## src/rtl/mem2axi_bridge_if.sv

```systemverilog
// Interfaces joining the bridge: a request/reply memory port and AXI-lite
// style channels.
interface Mem_ift #(
    parameter int ADDR_WIDTH = 64,
    parameter int DATA_WIDTH = 64
);
    logic                    w_request_valid;
    logic                    w_request_ready;
    logic [ADDR_WIDTH-1:0]   waddr;
    logic [DATA_WIDTH-1:0]   wdata;
    logic [DATA_WIDTH/8-1:0] wmask;
    logic                    w_reply_valid;
    logic                    w_reply_ready;
    logic [1:0]              bresp;
    logic                    r_request_valid;
    logic                    r_request_ready;
    logic [ADDR_WIDTH-1:0]   raddr;
    logic                    r_reply_valid;
    logic                    r_reply_ready;
    logic [DATA_WIDTH-1:0]   rdata;
    logic [1:0]              rresp;

    modport Slave (
        input  w_request_valid, waddr, wdata, wmask, w_reply_ready,
        input  r_request_valid, raddr, r_reply_ready,
        output w_request_ready, w_reply_valid, bresp,
        output r_request_ready, r_reply_valid, rdata, rresp
    );

    modport Master (
        output w_request_valid, waddr, wdata, wmask, w_reply_ready,
        output r_request_valid, raddr, r_reply_ready,
        input  w_request_ready, w_reply_valid, bresp,
        input  r_request_ready, r_reply_valid, rdata, rresp
    );
endinterface

interface Axi_ift #(
    parameter int ADDR_WIDTH = 64,
    parameter int DATA_WIDTH = 64
);
    logic                    w_addr_request_valid;
    logic                    w_addr_request_ready;
    logic [ADDR_WIDTH-1:0]   awaddr;
    logic                    w_data_request_valid;
    logic                    w_data_request_ready;
    logic [DATA_WIDTH-1:0]   wdata;
    logic [DATA_WIDTH/8-1:0] wstrb;
    logic                    w_reply_valid;
    logic                    w_reply_ready;
    logic [1:0]              bresp;
    logic                    r_request_valid;
    logic                    r_request_ready;
    logic [ADDR_WIDTH-1:0]   araddr;
    logic                    r_reply_valid;
    logic                    r_reply_ready;
    logic [DATA_WIDTH-1:0]   rdata;
    logic [1:0]              rresp;

    modport Master (
        output w_addr_request_valid, awaddr, w_data_request_valid, wdata, wstrb,
        output w_reply_ready, r_request_valid, araddr, r_reply_ready,
        input  w_addr_request_ready, w_data_request_ready, w_reply_valid, bresp,
        input  r_request_ready, r_reply_valid, rdata, rresp
    );

    modport Slave (
        input  w_addr_request_valid, awaddr, w_data_request_valid, wdata, wstrb,
        input  w_reply_ready, r_request_valid, araddr, r_reply_ready,
        output w_addr_request_ready, w_data_request_ready, w_reply_valid, bresp,
        output r_request_ready, r_reply_valid, rdata, rresp
    );
endinterface

```

## src/rtl/mem2axi_bridge.sv

```systemverilog
// Memory request/reply port to AXI-lite bridge with independent AW/W queues,
// bounded outstanding writes/reads and optional read-after-write ordering.
module mem2axi_bridge #(
    parameter int ADDR_WIDTH = 64,
    parameter int DATA_WIDTH = 64,
    parameter int WQ_DEPTH   = 4,
    parameter int MAX_WR_OUT = 8,
    parameter int MAX_RD_OUT = 4,
    parameter bit RAW_ORDER  = 1'b1
) (
    input  logic   clk,
    input  logic   rst,
    Mem_ift.Slave  mem_ift,
    Axi_ift.Master axi_ift,
    output logic   err
);

    localparam int IDX_W  = $clog2(WQ_DEPTH);
    localparam int PTR_W  = IDX_W + 1;
    localparam int STRB_W = DATA_WIDTH / 8;
    localparam int CNT_W  = 8;
    localparam logic [CNT_W-1:0] MAX_WR = CNT_W'(MAX_WR_OUT);
    localparam logic [CNT_W-1:0] MAX_RD = CNT_W'(MAX_RD_OUT);

    typedef logic [PTR_W-1:0] ptr_t;
    typedef logic [CNT_W-1:0] cnt_t;

    if ($bits(mem_ift.waddr) != ADDR_WIDTH || $bits(axi_ift.awaddr) != ADDR_WIDTH) begin : g_addr_chk
        $fatal(1, "mem2axi_bridge: interface ADDR_WIDTH differs from ADDR_WIDTH");
    end
    if ($bits(mem_ift.wdata) != DATA_WIDTH || $bits(axi_ift.wdata) != DATA_WIDTH) begin : g_data_chk
        $fatal(1, "mem2axi_bridge: interface DATA_WIDTH differs from DATA_WIDTH");
    end
    if (WQ_DEPTH < 2 || (WQ_DEPTH & (WQ_DEPTH - 1)) != 0) begin : g_depth_chk
        $fatal(1, "mem2axi_bridge: WQ_DEPTH must be a power of two >= 2");
    end
    if (MAX_WR_OUT < 1 || MAX_WR_OUT > 255 || MAX_RD_OUT < 1 || MAX_RD_OUT > 255) begin : g_out_chk
        $fatal(1, "mem2axi_bridge: outstanding limits must be within 1..255");
    end

    logic [ADDR_WIDTH-1:0] awq_mem   [WQ_DEPTH];
    logic [DATA_WIDTH-1:0] wq_data_mem [WQ_DEPTH];
    logic [STRB_W-1:0]     wq_strb_mem [WQ_DEPTH];

    ptr_t aw_wptr_q, aw_wptr_d, aw_rptr_q, aw_rptr_d;
    ptr_t w_wptr_q,  w_wptr_d,  w_rptr_q,  w_rptr_d;
    cnt_t wr_cnt_q,  wr_cnt_d,  rd_cnt_q,  rd_cnt_d;
    logic err_q, err_d;

    logic awq_full, awq_empty, wq_full, wq_empty;
    logic wr_ready, rd_ok;
    logic wr_push, aw_pop, w_pop, b_hs, ar_hs, r_hs;

    assign awq_empty = (aw_wptr_q == aw_rptr_q);
    assign awq_full  = (aw_wptr_q[IDX_W] != aw_rptr_q[IDX_W]) &&
                       (aw_wptr_q[IDX_W-1:0] == aw_rptr_q[IDX_W-1:0]);
    assign wq_empty  = (w_wptr_q == w_rptr_q);
    assign wq_full   = (w_wptr_q[IDX_W] != w_rptr_q[IDX_W]) &&
                       (w_wptr_q[IDX_W-1:0] == w_rptr_q[IDX_W-1:0]);

    // Write acceptance looks only at registered state so it never waits on the interconnect.
    assign wr_ready = !awq_full && !wq_full && (wr_cnt_q < MAX_WR);
    assign rd_ok    = (rd_cnt_q < MAX_RD) && (!RAW_ORDER || wr_cnt_q == '0);

    assign wr_push = mem_ift.w_request_valid && wr_ready;
    assign aw_pop  = !awq_empty && axi_ift.w_addr_request_ready;
    assign w_pop   = !wq_empty && axi_ift.w_data_request_ready;
    assign b_hs    = axi_ift.w_reply_valid && mem_ift.w_reply_ready;
    assign ar_hs   = mem_ift.r_request_valid && axi_ift.r_request_ready && rd_ok;
    assign r_hs    = axi_ift.r_reply_valid && mem_ift.r_reply_ready;

    assign mem_ift.w_request_ready    = wr_ready;
    assign axi_ift.w_addr_request_valid = !awq_empty;
    assign axi_ift.awaddr             = awq_mem[aw_rptr_q[IDX_W-1:0]];
    assign axi_ift.w_data_request_valid = !wq_empty;
    assign axi_ift.wdata              = wq_data_mem[w_rptr_q[IDX_W-1:0]];
    assign axi_ift.wstrb              = wq_strb_mem[w_rptr_q[IDX_W-1:0]];

    assign mem_ift.w_reply_valid = axi_ift.w_reply_valid;
    assign mem_ift.bresp         = axi_ift.bresp;
    assign axi_ift.w_reply_ready = mem_ift.w_reply_ready;

    assign axi_ift.r_request_valid = mem_ift.r_request_valid && rd_ok;
    assign mem_ift.r_request_ready = axi_ift.r_request_ready && rd_ok;
    assign axi_ift.araddr          = mem_ift.raddr;

    assign mem_ift.r_reply_valid = axi_ift.r_reply_valid;
    assign mem_ift.rdata         = axi_ift.rdata;
    assign mem_ift.rresp         = axi_ift.rresp;
    assign axi_ift.r_reply_ready = mem_ift.r_reply_ready;

    assign err = err_q;

    always_comb begin
        // NOTE: every variable gets its default first, so no path leaves one unassigned and infers a latch.
        aw_wptr_d = aw_wptr_q;
        aw_rptr_d = aw_rptr_q;
        w_wptr_d  = w_wptr_q;
        w_rptr_d  = w_rptr_q;
        wr_cnt_d  = wr_cnt_q;
        rd_cnt_d  = rd_cnt_q;
        err_d     = err_q;

        if (wr_push) begin
            aw_wptr_d = aw_wptr_q + ptr_t'(1);
            w_wptr_d  = w_wptr_q + ptr_t'(1);
        end
        if (aw_pop) aw_rptr_d = aw_rptr_q + ptr_t'(1);
        if (w_pop)  w_rptr_d  = w_rptr_q + ptr_t'(1);

        // A reply with nothing outstanding is a protocol error; the count saturates at zero.
        if (wr_push && !b_hs)                        wr_cnt_d = wr_cnt_q + cnt_t'(1);
        else if (!wr_push && b_hs && wr_cnt_q != '0) wr_cnt_d = wr_cnt_q - cnt_t'(1);
        if (b_hs && wr_cnt_q == '0) err_d = 1'b1;

        if (ar_hs && !r_hs)                        rd_cnt_d = rd_cnt_q + cnt_t'(1);
        else if (!ar_hs && r_hs && rd_cnt_q != '0) rd_cnt_d = rd_cnt_q - cnt_t'(1);
        if (r_hs && rd_cnt_q == '0) err_d = 1'b1;
    end

    always_ff @(posedge clk) begin
        // NOTE: sequential state uses non-blocking assignment so every flop samples pre-edge values.
        if (rst) begin
            aw_wptr_q <= '0;
            aw_rptr_q <= '0;
            w_wptr_q  <= '0;
            w_rptr_q  <= '0;
            wr_cnt_q  <= '0;
            rd_cnt_q  <= '0;
            err_q     <= 1'b0;
        end else begin
            aw_wptr_q <= aw_wptr_d;
            aw_rptr_q <= aw_rptr_d;
            w_wptr_q  <= w_wptr_d;
            w_rptr_q  <= w_rptr_d;
            wr_cnt_q  <= wr_cnt_d;
            rd_cnt_q  <= rd_cnt_d;
            err_q     <= err_d;
        end
    end

    // NOTE: queue storage is not reset; the pointers alone decide which entries are valid.
    always_ff @(posedge clk) begin
        if (wr_push) begin
            awq_mem[aw_wptr_q[IDX_W-1:0]]    <= mem_ift.waddr;
            wq_data_mem[w_wptr_q[IDX_W-1:0]] <= mem_ift.wdata;
            wq_strb_mem[w_wptr_q[IDX_W-1:0]] <= mem_ift.wmask;
        end
    end

endmodule

```

## src/flat_wrapper.sv

```systemverilog
// flat-port wrapper written by rule: the top's interface ports become plain ports
module mem2axi_bridge_flat 
#(
    parameter int ADDR_WIDTH = 64,
    parameter int DATA_WIDTH = 64,
    parameter int WQ_DEPTH   = 4,
    parameter int MAX_WR_OUT = 8,
    parameter int MAX_RD_OUT = 4,
    parameter bit RAW_ORDER  = 1'b1
)
  (clk, rst, err, mem_ift_w_request_valid, mem_ift_waddr, mem_ift_wdata, mem_ift_wmask, mem_ift_w_reply_ready, mem_ift_r_request_valid, mem_ift_raddr, mem_ift_r_reply_ready, mem_ift_w_request_ready, mem_ift_w_reply_valid, mem_ift_bresp, mem_ift_r_request_ready, mem_ift_r_reply_valid, mem_ift_rdata, mem_ift_rresp, axi_ift_w_addr_request_valid, axi_ift_awaddr, axi_ift_w_data_request_valid, axi_ift_wdata, axi_ift_wstrb, axi_ift_w_reply_ready, axi_ift_r_request_valid, axi_ift_araddr, axi_ift_r_reply_ready, axi_ift_w_addr_request_ready, axi_ift_w_data_request_ready, axi_ift_w_reply_valid, axi_ift_bresp, axi_ift_r_request_ready, axi_ift_r_reply_valid, axi_ift_rdata, axi_ift_rresp);
  Mem_ift #(.ADDR_WIDTH(ADDR_WIDTH), .DATA_WIDTH(DATA_WIDTH)) mem_ift_i ();
  Axi_ift #(.ADDR_WIDTH(ADDR_WIDTH), .DATA_WIDTH(DATA_WIDTH)) axi_ift_i ();
  input  logic clk;
  input  logic rst;
  output logic err;
  input wire logic [$bits(mem_ift_i.w_request_valid)-1:0] mem_ift_w_request_valid;
  input wire logic [$bits(mem_ift_i.waddr)-1:0] mem_ift_waddr;
  input wire logic [$bits(mem_ift_i.wdata)-1:0] mem_ift_wdata;
  input wire logic [$bits(mem_ift_i.wmask)-1:0] mem_ift_wmask;
  input wire logic [$bits(mem_ift_i.w_reply_ready)-1:0] mem_ift_w_reply_ready;
  input wire logic [$bits(mem_ift_i.r_request_valid)-1:0] mem_ift_r_request_valid;
  input wire logic [$bits(mem_ift_i.raddr)-1:0] mem_ift_raddr;
  input wire logic [$bits(mem_ift_i.r_reply_ready)-1:0] mem_ift_r_reply_ready;
  output wire logic [$bits(mem_ift_i.w_request_ready)-1:0] mem_ift_w_request_ready;
  output wire logic [$bits(mem_ift_i.w_reply_valid)-1:0] mem_ift_w_reply_valid;
  output wire logic [$bits(mem_ift_i.bresp)-1:0] mem_ift_bresp;
  output wire logic [$bits(mem_ift_i.r_request_ready)-1:0] mem_ift_r_request_ready;
  output wire logic [$bits(mem_ift_i.r_reply_valid)-1:0] mem_ift_r_reply_valid;
  output wire logic [$bits(mem_ift_i.rdata)-1:0] mem_ift_rdata;
  output wire logic [$bits(mem_ift_i.rresp)-1:0] mem_ift_rresp;
  output wire logic [$bits(axi_ift_i.w_addr_request_valid)-1:0] axi_ift_w_addr_request_valid;
  output wire logic [$bits(axi_ift_i.awaddr)-1:0] axi_ift_awaddr;
  output wire logic [$bits(axi_ift_i.w_data_request_valid)-1:0] axi_ift_w_data_request_valid;
  output wire logic [$bits(axi_ift_i.wdata)-1:0] axi_ift_wdata;
  output wire logic [$bits(axi_ift_i.wstrb)-1:0] axi_ift_wstrb;
  output wire logic [$bits(axi_ift_i.w_reply_ready)-1:0] axi_ift_w_reply_ready;
  output wire logic [$bits(axi_ift_i.r_request_valid)-1:0] axi_ift_r_request_valid;
  output wire logic [$bits(axi_ift_i.araddr)-1:0] axi_ift_araddr;
  output wire logic [$bits(axi_ift_i.r_reply_ready)-1:0] axi_ift_r_reply_ready;
  input wire logic [$bits(axi_ift_i.w_addr_request_ready)-1:0] axi_ift_w_addr_request_ready;
  input wire logic [$bits(axi_ift_i.w_data_request_ready)-1:0] axi_ift_w_data_request_ready;
  input wire logic [$bits(axi_ift_i.w_reply_valid)-1:0] axi_ift_w_reply_valid;
  input wire logic [$bits(axi_ift_i.bresp)-1:0] axi_ift_bresp;
  input wire logic [$bits(axi_ift_i.r_request_ready)-1:0] axi_ift_r_request_ready;
  input wire logic [$bits(axi_ift_i.r_reply_valid)-1:0] axi_ift_r_reply_valid;
  input wire logic [$bits(axi_ift_i.rdata)-1:0] axi_ift_rdata;
  input wire logic [$bits(axi_ift_i.rresp)-1:0] axi_ift_rresp;
  assign mem_ift_i.w_request_valid = mem_ift_w_request_valid;
  assign mem_ift_i.waddr = mem_ift_waddr;
  assign mem_ift_i.wdata = mem_ift_wdata;
  assign mem_ift_i.wmask = mem_ift_wmask;
  assign mem_ift_i.w_reply_ready = mem_ift_w_reply_ready;
  assign mem_ift_i.r_request_valid = mem_ift_r_request_valid;
  assign mem_ift_i.raddr = mem_ift_raddr;
  assign mem_ift_i.r_reply_ready = mem_ift_r_reply_ready;
  assign mem_ift_w_request_ready = mem_ift_i.w_request_ready;
  assign mem_ift_w_reply_valid = mem_ift_i.w_reply_valid;
  assign mem_ift_bresp = mem_ift_i.bresp;
  assign mem_ift_r_request_ready = mem_ift_i.r_request_ready;
  assign mem_ift_r_reply_valid = mem_ift_i.r_reply_valid;
  assign mem_ift_rdata = mem_ift_i.rdata;
  assign mem_ift_rresp = mem_ift_i.rresp;
  assign axi_ift_w_addr_request_valid = axi_ift_i.w_addr_request_valid;
  assign axi_ift_awaddr = axi_ift_i.awaddr;
  assign axi_ift_w_data_request_valid = axi_ift_i.w_data_request_valid;
  assign axi_ift_wdata = axi_ift_i.wdata;
  assign axi_ift_wstrb = axi_ift_i.wstrb;
  assign axi_ift_w_reply_ready = axi_ift_i.w_reply_ready;
  assign axi_ift_r_request_valid = axi_ift_i.r_request_valid;
  assign axi_ift_araddr = axi_ift_i.araddr;
  assign axi_ift_r_reply_ready = axi_ift_i.r_reply_ready;
  assign axi_ift_i.w_addr_request_ready = axi_ift_w_addr_request_ready;
  assign axi_ift_i.w_data_request_ready = axi_ift_w_data_request_ready;
  assign axi_ift_i.w_reply_valid = axi_ift_w_reply_valid;
  assign axi_ift_i.bresp = axi_ift_bresp;
  assign axi_ift_i.r_request_ready = axi_ift_r_request_ready;
  assign axi_ift_i.r_reply_valid = axi_ift_r_reply_valid;
  assign axi_ift_i.rdata = axi_ift_rdata;
  assign axi_ift_i.rresp = axi_ift_rresp;
  mem2axi_bridge #(.ADDR_WIDTH(ADDR_WIDTH), .DATA_WIDTH(DATA_WIDTH), .WQ_DEPTH(WQ_DEPTH), .MAX_WR_OUT(MAX_WR_OUT), .MAX_RD_OUT(MAX_RD_OUT), .RAW_ORDER(RAW_ORDER)) u_core (.clk(clk), .rst(rst), .mem_ift(mem_ift_i), .axi_ift(axi_ift_i), .err(err));
endmodule
```

## config.mk

```make
export PLATFORM = sky130hd
export DESIGN_NAME = mem2axi_bridge_flat
export DESIGN_NICKNAME = d
export VERILOG_FILES = /design/src/rtl/mem2axi_bridge_if.sv /design/src/rtl/mem2axi_bridge.sv /design/src/flat_wrapper.sv
export SDC_FILE = /design/constraint.sdc
export NUM_CORES = 1
export LEC_CHECK = 0
export CAP_MARGIN = 20
export CORE_MARGIN = 2
export CORE_UTILIZATION = 40
export CTS_CLUSTER_DIAMETER = 120
export DETAILED_ROUTE_END_ITERATION = 12
export HOLD_SLACK_MARGIN = 0.1
export PLACE_DENSITY = 0.74
export SLEW_MARGIN = 10
export SYNTH_ARGS = -nofsm -noshare
export SYNTH_HDL_FRONTEND = slang
export SYNTH_SLANG_ARGS = --single-unit
```

## constraint.sdc

```tcl
create_clock -name clk -period 5.9 [get_ports clk]
set_input_delay 1.18 -clock clk [delete_from_list [all_inputs] [get_ports clk]]
set_output_delay 1.18 -clock clk [all_outputs]
set_load 0.1 [all_outputs]
```

==> tab_implementation.tex, run 1 <==
\begin{tabular}{lr}
\hline
Metric & Value \\
\hline
\multicolumn{2}{l}{\textbf{Die}} \\
\quad Initial Utilization & 0.403 \\
\quad Ports & 557 \\
\quad Area of the core region & 0.0562 mm² \\
\quad Die Height & 242 µm \\
\quad Full die area & 0.0584 mm² \\
\quad Horizontal die dimension & 242 µm \\
\quad Placement Rows & 87 \\
\multicolumn{2}{l}{\textbf{Final layout}} \\
\quad Fraction of layout instances using a drive strength above 1 & 0.185 \\
\quad Number of fill cells & 4,563 \\
\quad Area growth syn-to-layout & 20.5\% \\
\quad Reg area & 0.0170 mm² \\
\quad Area taken by multi-input logic gates & 0.00442 mm² \\
\quad Layout Nets & 1,575 \\
\multicolumn{2}{l}{\textbf{Critical path}} \\
\quad Cell at the slowest stage of the critical path & clkdlybuf4s50\_1 \\
\quad Crit path buffers/inverters & 2 \\
\quad Largest fanout on the critical path & 44 \\
\quad Critical path capture point type & output port \\
\quad Number of cell instances on the worst register-to-register path & 11 \\
\quad Required arrival time at the worst endpoint & 4.72 ns \\
\quad Worst R2R Setup Slack & 2.05 ns \\
\quad Worst EP arrival & 3.41 ns \\
\quad Class of the most critical setup path & flop to output port \\
\quad Worst flop-to-flop path startpoint & u\_core.wr\_cnt\_q[3] \\
\quad Slowest Stage Delay on Critical Path & 1.02 ns \\
\quad Capturing point of the worst reg2reg path & u\_core.wr\_cnt\_q[7] \\
\quad Cell class contributing the biggest share of worst-path delay & buffers and inverters \\
\quad Startpoint type of the worst setup path & flop \\
\quad Ordered cell list for the critical path & buf\_12, mux4\_2, clkdlybuf4s50\_1 \\
\multicolumn{2}{l}{\textbf{Detailed routing}} \\
\quad First-pass iteration count of the detailed router & 5 \\
\quad Via count & 10,528 \\
\quad Average via count per standard cell & 5.07 \\
\quad Detailed Route Iter0 Violations & 732 \\
\quad Total routed wirelength & 48.5 mm \\
\quad Detail-routed net length per standard cell & 23.4 µm \\
\quad Antenna-violating nets left & 0 \\
\quad DRC violation count after routing & 0 \\
\multicolumn{2}{l}{\textbf{CTS}} \\
\quad Sink Count & 577 \\
\quad Cts bufs inserted & 57 \\
\quad Number of gates given a new drive strength after cts & 0 \\
\quad Maximum number of buffers from clock root to sink & 3 \\
\quad Latest clock arrival within the worst-skew pair & 0.61 ns \\
\quad Number of buffers added for setup after CTS & 0 \\
\quad CTS Root Buffer Type & clkbuf\_16 \\
\quad CTS tree & done \\
\quad H-Tree Level Count & 2 \\
\quad Clock edge transition at the registers on the reported setup and hold paths & 0.06 ns \\
\quad Hold buffer count at CTS & 0 \\
\multicolumn{2}{l}{\textbf{Global route}} \\
\quad Total gr overflow & 0 \\
\quad Maximum number of pins on one net before global-route repair & 65 \\
\quad Antenna violations before repair & 6 \\
\quad Vias in the first global route & 10,994 \\
\quad Overall track demand over capacity in global routing & 0.163 \\
\quad First-pass GRT wire length & 71.3 mm \\
\multicolumn{2}{l}{\textbf{Min path}} \\
\quad Terminating pin of the worst hold path & u\_core.err \\
\quad Worst hold path type & flop to flop \\
\quad Worst hold start & u\_core.err \\
\quad Worst hold path cell count & 2 \\
\multicolumn{2}{l}{\textbf{Timing}} \\
\quad Final sum of negative setup slack & 0 ns \\
\quad Final setup violating endpoints & 0 \\
\quad Worst-case setup margin in the final layout & 1.31 ns \\
\quad Share of the clock period used by the worst path after layout & 0.778 \\
\quad Max transition margin & 0.256 \\
\quad Setup repair after global routing missed its margin & false \\
\quad Hold violation count in the final report & 0 \\
\quad Worst clock skew & 0.0336 ns \\
\quad Slew at the pin with the worst max-slew slack & 1.11 ns \\
\quad Maximum frequency from static timing analysis & 218 MHz \\
\quad Min Clock Period, post-route & 4.59 ns \\
\quad Final Slew Violations & 0 \\
\multicolumn{2}{l}{\textbf{Yosys}} \\
\quad Share of the yosys chip area belonging to registers & 0.752 \\
\quad Post-synthesis instance area & 0.0226 mm² \\
\quad Syn Nets & 1,380 \\
\quad Unique cell type count in the Yosys netlist & 46 \\
\quad Cells after Synth & 1,077 \\
\quad Synth top cells by count & edfxtp\_1, buf\_4, mux4\_2, dfxtp\_1, nor2\_1 \\
\quad Count of warnings emitted by yosys & 0 \\
\quad Primary flip-flop cell chosen by synthesis mapping & edfxtp\_1 \\
\quad Post-synthesis area per instance & 21.0 µm² \\
\quad Yosys top cell by area & edfxtp\_1 \\
\quad Number of flops mapped to enable cells by yosys & 544 \\
\quad Largest cells by area after synthesis & edfxtp\_1, mux4\_2, buf\_4, dfxtp\_1, ha\_1 \\
\quad Cell with the most instances after synthesis & edfxtp\_1 \\
\quad Register bit count reported by yosys & 577 \\
\quad Top cell type's share of synthesized area & 0.723 \\
\quad Fraction of synthesis flops using an asynchronous set or reset pin & 0 \\
\multicolumn{2}{l}{\textbf{Place}} \\
\quad Quantity of I/O buffers inserted on ports & 292 \\
\quad Global placement routability congestion & 0.756 \\
\quad DP Wirelength & 31.3 mm \\
\quad Minimum setup slack after placement & 1.52 ns \\
\multicolumn{2}{l}{\textbf{Outcome}} \\
\quad Status & completed \\
\multicolumn{2}{l}{\textbf{Job}} \\
\quad Max-cap violations & 0 \\
\hline
\end{tabular}
==> stage by stage <==
stage               hold WS [ns]  cell area [µm²]   util  std cells
floorplan                  0.480            22600      -       1077
global placement           0.471            25500  0.454       1969
detailed placement         0.478            25500  0.454       1969
CTS                        0.495            27200  0.485       2072
global route               0.535            27200  0.485       2074
finish                     0.497            27200  0.485       2075
==> tightest hold or removal path, stage by stage (launching register included) <==
cell	delay, ns
dfxtp_1	0.34
a221oi_1	0.05
nor2_1	0.07
==> layout make-up <==
type / count / share of cell area
Timing Repair Buffer: 309 / 0.113
Antenna cell: 3 / 0.000276
Multi-Input combinational cell: 318 / 0.162
Clock buffer: 77 / 0.0551
Tap cell: 756 / 0.0347
Clock inverter: 26 / 0.00836
Inverter: 9 / 0.00124
Sequential cell: 577 / 0.625
==> logic make-up (layout without fill, tap and decap cells) <==
kind of cell | Yosys count | after routing | synth area share
adders and majority gates | 24 | 24 | 0.0139
other | 0 | 3 | 0
muxes | 150 | 150 | 0.142
AOI/OAI and AO/OA | 35 | 35 | 0.0100
DFF | 577 | 577 | 0.752
buffers and inverters | 182 | 421 | 0.0533
and+or+nand+nor | 83 | 83 | 0.0187
xor gates and xnor gates | 26 | 26 | 0.0101
==> worst max path at each step <==
stage	slack, ns	end	cells after the start
2_1_floorplan	2.08	u_core.wq_data_mem[0][0]	4
3_3_place_gp	1.62	u_core.wr_cnt_q[7]	10
3_5_place_dp	1.52	u_core.wr_cnt_q[7]	10
4_1_cts	1.19	axi_ift_wdata[14]	3
5_1_grt	1.10	axi_ift_wdata[27]	3
6_report	1.31	axi_ift_wdata[33]	3
==> flip-flops by register name (all words and copies together), names as in the netlist, named ones only <==
name and cells:
u_core.err 1, u_core.rd_cnt_q 8, u_core.wq_data_mem 256, u_core.awq_mem 256
u_core.wq_strb_mem 32, u_core.aw_wptr_q 3, u_core.aw_rptr_q 3, u_core.wr_cnt_q 8
u_core.w_rptr_q 3, u_core.w_wptr_q 3
==> placed cells by master, fill, tap and decap left out, types with 3 or more instances in the layout <==
| master | count |
|---|---|
| nand3_1 | 6 |
| dfxtp_4 | 3 |
| clkbuf_16 | 57 |
| xnor2_1 | 18 |
| mux4_2 | 136 |
| buf_12 | 3 |
| o21bai_1 | 3 |
| clkdlybuf4s50_1 | 292 |
| and2_4 | 4 |
| nor2_1 | 32 |
| xor2_1 | 8 |
| ha_1 | 22 |
| diode_2 | 3 |
| o21ai_0 | 3 |
| a21oi_1 | 14 |
| nand3b_1 | 3 |
| clkinv_1 | 10 |
| dfxtp_1 | 29 |
| inv_1 | 9 |
| nand2_1 | 13 |
| edfxtp_1 | 544 |
| mux2i_1 | 13 |
| clkinv_2 | 7 |
| buf_4 | 14 |
| and2_2 | 4 |
| o21a_1 | 3 |
| clkbuf_1 | 20 |
| and2_1 | 3 |
| and3_1 | 4 |
==> layer usage <==
| layer | global-route usage | vias to the layer above | wire, µm |
|---|---|---|---|
| met4 | 0.0615 | 10 | 1420 |
| met3 | 0.0634 | 103 | 4400 |
| li1 | - | 4597 | - |
| met1 | 0.208 | 5384 | 19500 |
| met2 | 0.249 | 434 | 23000 |
| met5 | 0.0261 | - | 218 |
Power of run 1 is left out: the tool's default activity adds up to more than one toggle a clock period on the data nets, which glitch-free logic cannot reach.
==> inputs of run 2 (changes only) <==
--- a/config.mk
+++ b/config.mk
@@ -11,7 +11,7 @@
 export CTS_CLUSTER_DIAMETER = 120
 export DETAILED_ROUTE_END_ITERATION = 12
 export HOLD_SLACK_MARGIN = 0.1
-export PLACE_DENSITY = 0.74
+export PLACE_DENSITY = 0.77
 export SLEW_MARGIN = 10
 export SYNTH_ARGS = -nofsm -noshare
 export SYNTH_HDL_FRONTEND = slang
==> constraint.sdc (replaced) <==
create_clock -name clk -period 4 [get_ports clk]
set_input_delay 0.8 -clock clk [delete_from_list [all_inputs] [get_ports clk]]
set_output_delay 0.8 -clock clk [all_outputs]
set_load 0.1 [all_outputs]
==> tab_implementation.tex, run 2 (same netlist as run 1, synthesis figures left out) <==
\begin{tabular}{lr}
\hline
Metric & Value \\
\hline
\multicolumn{2}{l}{\textbf{Outcome}} \\
\quad Status & completed \\
\multicolumn{2}{l}{\textbf{Die}} \\
\quad Initial Utilization & 0.403 \\
\quad Area of the core region & 0.0562 mm² \\
\quad Die Height & 242 µm \\
\quad Full die area & 0.0584 mm² \\
\quad Ports & 557 \\
\quad Placement Rows & 87 \\
\quad Horizontal die dimension & 242 µm \\
\multicolumn{2}{l}{\textbf{Timing}} \\
\quad Slew at the pin with the worst max-slew slack & 1.02 ns \\
\quad Setup repair after global routing missed its margin & false \\
\quad Hold violation count in the final report & 0 \\
\quad Max transition margin & 0.315 \\
\quad Final sum of negative setup slack & 0 ns \\
\quad Final Slew Violations & 0 \\
\quad Final setup violating endpoints & 0 \\
\quad Share of the clock period used by the worst path after layout & 0.823 \\
\quad Maximum frequency from static timing analysis & 304 MHz \\
\quad Worst clock skew & 0.0425 ns \\
\quad Min Clock Period, post-route & 3.29 ns \\
\multicolumn{2}{l}{\textbf{CTS}} \\
\quad CTS Root Buffer Type & clkbuf\_16 \\
\quad Hold buffer count at CTS & 0 \\
\quad CTS tree & done \\
\quad Number of gates given a new drive strength after cts & 0 \\
\quad Cts bufs inserted & 58 \\
\quad Clock edge transition at the registers on the reported setup and hold paths & 0.06 ns \\
\quad H-Tree Level Count & 2 \\
\quad Number of buffers added for setup after CTS & 0 \\
\quad Maximum number of buffers from clock root to sink & 3 \\
\quad Latest clock arrival within the worst-skew pair & 0.62 ns \\
\quad Sink Count & 577 \\
\multicolumn{2}{l}{\textbf{Final layout}} \\
\quad Number of fill cells & 4,502 \\
\quad Commonest non-fill, non-tap cells in the layout & edfxtp\_1, buf\_4, clkdlybuf4s50\_1 \\
\quad Area growth syn-to-layout & 20.2\% \\
\quad Fraction of layout instances using a drive strength above 1 & 0.307 \\
\quad Layout Nets & 1,584 \\
\quad Reg area & 0.0170 mm² \\
\quad Area taken by multi-input logic gates & 0.00442 mm² \\
\quad Most common library cell in the layout ignoring fill and taps & edfxtp\_1 \\
\multicolumn{2}{l}{\textbf{Min path}} \\
\quad Worst hold path type & flop to flop \\
\multicolumn{2}{l}{\textbf{Detailed routing}} \\
\quad DRC violation count after routing & 0 \\
\quad Antenna-violating nets left & 0 \\
\quad Via count & 10,590 \\
\quad Detail-routed net length per standard cell & 22.9 µm \\
\quad Detailed Route Iter0 Violations & 578 \\
\quad Average via count per standard cell & 5.07 \\
\quad Total routed wirelength & 47.9 mm \\
\quad First-pass iteration count of the detailed router & 5 \\
\multicolumn{2}{l}{\textbf{Critical path}} \\
\quad Critical path capture point type & output port \\
\quad Class of the most critical setup path & flop to output port \\
\quad Required arrival time at the worst endpoint & 3.20 ns \\
\quad Largest fanout on the critical path & 5 \\
\quad Startpoint type of the worst setup path & flop \\
\quad Worst EP arrival & 2.49 ns \\
\multicolumn{2}{l}{\textbf{Global route}} \\
\quad Overall track demand over capacity in global routing & 0.162 \\
\quad Total gr overflow & 0 \\
\quad Maximum number of pins on one net before global-route repair & 73 \\
\quad Vias in the first global route & 11,228 \\
\quad First-pass GRT wire length & 71.6 mm \\
\quad Antenna violations before repair & 3 \\
\multicolumn{2}{l}{\textbf{Place}} \\
\quad Global placement routability congestion & 0.768 \\
\quad DP Wirelength & 31.3 mm \\
\quad Quantity of I/O buffers inserted on ports & 292 \\
\multicolumn{2}{l}{\textbf{Job}} \\
\quad Max-cap violations & 0 \\
\hline
\end{tabular}
## run 2: cell type report
type | instances | area share
antenna | 2 | 0.000184
clock inverter | 46 | 0.0141
sequential | 577 | 0.626
multi-input combinational | 318 | 0.163
clock buffer | 63 | 0.0541
tap | 756 | 0.0348
inverter | 9 | 0.00124
timing repair buffer | 317 | 0.107
## run 2: final timing paths
| kind | cells after the start | start | end | slack (ns) |
|---|---|---|---|---|
| setup / recovery | 3 | u_core.aw_wptr_q[1] | axi_ift_w_addr_request_valid | 0.71 |
| setup reg to reg | 11 | u_core.wr_cnt_q[3] | u_core.wr_cnt_q[7] | 0.74 |
| hold reg to reg | 2 | u_core.err | u_core.err | 0.49 |
| hold / removal | 2 | u_core.err | u_core.err | 0.49 |
## run 2: metal layers
metal  GRT usage  vias to the layer above  routed length (µm)
met1       0.197                     5411               18200
met2       0.256                      456               23000
li1            -                     4600                   -
met3      0.0688                      119                4830
met4      0.0655                        4                1730
met5     0.00817                        -                  85
## run 2: stage by stage
stage	setup slack [ns]	utilization	hold slack [ns]	instances	cell area, µm²
6_report	0.709	0.484	0.487	2088	27200
5_1_grt	0.481	0.484	0.510	2088	27200
4_1_cts	0.640	0.484	0.487	2086	27200
3_5_place_dp	0.373	0.451	0.468	1977	25300
3_3_place_gp	0.506	0.451	0.470	1977	25300
2_1_floorplan	0.373	-	0.480	1077	22600
## run 2: critical path, stage by stage (launching register included)
cell             delay, ns
dfxtp_1               0.43
xnor2_1               0.12
nand3_1               0.15
clkdlybuf4s50_1       1.19
Power of run 2 is left out for the same reason.
==> inputs of run 3 (changes only) <==
==> constraint.sdc (replaced) <==
create_clock -name clk -period 2.85 [get_ports clk]
set_input_delay 0.57 -clock clk [delete_from_list [all_inputs] [get_ports clk]]
set_output_delay 0.57 -clock clk [all_outputs]
set_load 0.1 [all_outputs]
==> tab_implementation.tex, run 3 (same netlist as run 1, synthesis figures left out) <==
\begin{tabular}{lr}
\hline
Metric & Value \\
\hline
\multicolumn{2}{l}{\textbf{Power}} \\
\quad Switching share of power & 0.417 \\
\quad Switching pwr & 16.4 mW \\
\quad Cell Pwr Density & 1320 mW/mm² \\
\quad Sequential fraction of design power & 0.282 \\
\quad Final Power & 39.2 mW \\
\quad Comb pwr share & 0.514 \\
\quad Power share of the clock group & 0.203 \\
\quad Leakage & 9.87 nW \\
\quad Internal power contribution & 22.8 mW \\
\quad VDD IR-drop max & 0.000921 V \\
\multicolumn{2}{l}{\textbf{Global route}} \\
\quad Total gr overflow & 0 \\
\quad Overall track demand over capacity in global routing & 0.170 \\
\quad Antenna violations before repair & 5 \\
\quad Maximum number of pins on one net before global-route repair & 50 \\
\quad Vias in the first global route & 11,529 \\
\quad First-pass GRT wire length & 74.6 mm \\
\multicolumn{2}{l}{\textbf{Place}} \\
\quad Minimum setup slack after placement & -0.258 ns \\
\quad DP Wirelength & 33.7 mm \\
\quad Global placement routability congestion & 0.738 \\
\quad Quantity of I/O buffers inserted on ports & 292 \\
\multicolumn{2}{l}{\textbf{Timing}} \\
\quad Setup repair after global routing missed its margin & true \\
\quad Maximum frequency from static timing analysis & 348 MHz \\
\quad Final Slew Violations & 0 \\
\quad Worst-case setup margin in the final layout & -0.0229 ns \\
\quad Final setup violating endpoints & 1 \\
\quad Final sum of negative setup slack & -0.0229 ns \\
\quad Hold violation count in the final report & 0 \\
\quad Max transition margin & 0.559 \\
\quad Slew at the pin with the worst max-slew slack & 0.660 ns \\
\quad Worst clock skew & 0.0207 ns \\
\quad Min Clock Period, post-route & 2.87 ns \\
\quad Share of the clock period used by the worst path after layout & 1.01 \\
\multicolumn{2}{l}{\textbf{Min path}} \\
\quad Terminating pin of the worst hold path & u\_core.err \\
\quad Worst hold start & u\_core.err \\
\quad Worst hold path cell count & 2 \\
\quad Worst hold path type & flop to flop \\
\multicolumn{2}{l}{\textbf{CTS}} \\
\quad H-Tree Level Count & 2 \\
\quad Hold buffer count at CTS & 0 \\
\quad Sink Count & 577 \\
\quad Latest clock arrival within the worst-skew pair & 0.61 ns \\
\quad CTS Root Buffer Type & clkbuf\_16 \\
\quad CTS tree & done \\
\quad Clock edge transition at the registers on the reported setup and hold paths & 0.06 ns \\
\quad Maximum number of buffers from clock root to sink & 3 \\
\quad Cts bufs inserted & 57 \\
\multicolumn{2}{l}{\textbf{Die}} \\
\quad Area of the core region & 0.0562 mm² \\
\quad Full die area & 0.0584 mm² \\
\quad Die Height & 242 µm \\
\quad Initial Utilization & 0.403 \\
\quad Ports & 557 \\
\quad Placement Rows & 87 \\
\quad Horizontal die dimension & 242 µm \\
\multicolumn{2}{l}{\textbf{Critical path}} \\
\quad Number of cell instances on the worst register-to-register path & 11 \\
\quad Worst R2R Setup Slack & -0.02 ns \\
\quad Cell at the slowest stage of the critical path & or4\_4 \\
\quad Class of the most critical setup path & flop to flop \\
\quad Worst EP arrival & 3.36 ns \\
\quad Worst flop-to-flop path startpoint & u\_core.wr\_cnt\_q[3] \\
\quad Capturing point of the worst reg2reg path & u\_core.wr\_cnt\_q[7] \\
\quad Slowest Stage Delay on Critical Path & 0.55 ns \\
\quad Critical path capture point type & flop \\
\quad CP startpoint & u\_core.wr\_cnt\_q[3] \\
\quad Startpoint type of the worst setup path & flop \\
\quad Largest fanout on the critical path & 7 \\
\quad Ordered cell list for the critical path & or4\_4, nor2\_4, and4\_4, nand2\_8, ha\_4, a21oi\_4, o31ai\_4, o22ai\_2, or3b\_1, and3\_1, o21ba\_1 \\
\quad Required arrival time at the worst endpoint & 3.34 ns \\
\multicolumn{2}{l}{\textbf{Detailed routing}} \\
\quad First-pass iteration count of the detailed router & 5 \\
\quad Met1 layer wirelength in the final routing & 19.3 mm \\
\quad Detailed Route Iter0 Violations & 626 \\
\quad Met2 wire len & 24.9 mm \\
\quad Detailed-routed wire length on met3 & 4.67 mm \\
\quad Antenna-violating nets left & 0 \\
\quad Detail-routed net length per standard cell & 23.8 µm \\
\quad Total routed wirelength & 50.5 mm \\
\quad Via count & 10,888 \\
\quad DRC violation count after routing & 0 \\
\quad Top routing layer used & met5 \\
\quad Average via count per standard cell & 5.12 \\
\multicolumn{2}{l}{\textbf{Final layout}} \\
\quad Layout Nets & 1,624 \\
\quad Fraction of layout instances using a drive strength above 1 & 0.347 \\
\quad Commonest non-fill, non-tap cells in the layout & edfxtp\_1, buf\_12, clkdlybuf4s50\_1 \\
\quad Most common library cell in the layout ignoring fill and taps & edfxtp\_1 \\
\quad Area growth syn-to-layout & 31.3\% \\
\multicolumn{2}{l}{\textbf{Job}} \\
\quad Max-cap violations & 0 \\
\multicolumn{2}{l}{\textbf{Outcome}} \\
\quad Violations in the final reports & setup timing \\
\quad Status & finished, violations left \\
\hline
\end{tabular}
==> run 3: changes by cell type in the layout (fill, tap and decap cells not counted), sizes merged, moves of 2 or more <==
| cell | change |
|---|---|
| buf | +42 |
| clkinv | -11 |
| bufinv | +9 |
| clkinvlp | -7 |
| inv | +3 |
| clkbuf | +2 |
| clkdlybuf4s50 | -2 |
==> run 3: how the worst max path moves through the flow <==
stage	cells past startpoint	slack [ns]	endpoint
floorplan	13	-0.14	u_core.wr_cnt_q[7]
global placement	10	-0.21	u_core.wr_cnt_q[7]
detailed placement	10	-0.26	u_core.wr_cnt_q[7]
CTS	11	-0.10	u_core.wr_cnt_q[7]
global route	11	-0.12	u_core.wr_cnt_q[7]
finish	11	-0.02	u_core.wr_cnt_q[7]
==> run 3: metal layers <==
layer	up-vias	GRT usage
met1	5635	0.210
met3	115	0.0653
met5	-	0.0155
met4	10	0.0605
li1	4684	-
met2	444	0.274
==> run 3: area by class of cell <==
class | instances | area, µm²
Fill cell | 4243 | 26500
Sequential cell | 577 | 17000
Timing Repair Buffer | 358 | 5090
Multi-Input combinational cell | 318 | 4570
Clock buffer | 65 | 1480
Tap cell | 756 | 946
Clock inverter | 40 | 546
Inverter | 9 | 36.3
Antenna cell | 2 | 5.00
==> run 3: power groups by stage <==
stage               Sequential [mW]  Clock [mW]  Combinational, mW
floorplan                      11.1           0               13.7
global placement               11.2           0               19.8
detailed placement             11.3           0               19.9
CTS                            11.1        8.13               20.2
global route                   11.2        8.46               20.8
finish                         11.1        7.97               20.2
==> run 3: repair_timing <==
item | 4_1_cts | 5_1_grt
setup endpoints to repair | 61 | 7
gates resized for setup | 5 | 16
endpoints found under the hold margin | 0 | 0
pin swaps | 1 | 14
gates cloned | 1 | 0
buffers inserted | 5 | 3
==> run 3: worst max-delay path: cells and delay by family (launching register included) <==
family / cells / cell delay (ns)
adders and majority gates: 1 / 0.29
and+or+nand+nor: 6 / 1.55
DFF: 1 / 0.32
AOI/OAI and AO/OA: 4 / 0.61
==> run 3: through the flow <==
stage                     cells  instance area, µm²  hold slack [ns]  utilization
after detailed placement   2009               27400            0.511        0.489
after global placement     2009               27400            0.486        0.489
after CTS                  2120               29600            0.524        0.526
after global routing       2124               29700            0.548        0.528
after floorplan            1077               22700            0.473            -
final                      2125               29700            0.515        0.529
Note: power is estimated with default switching activity, not from simulation.
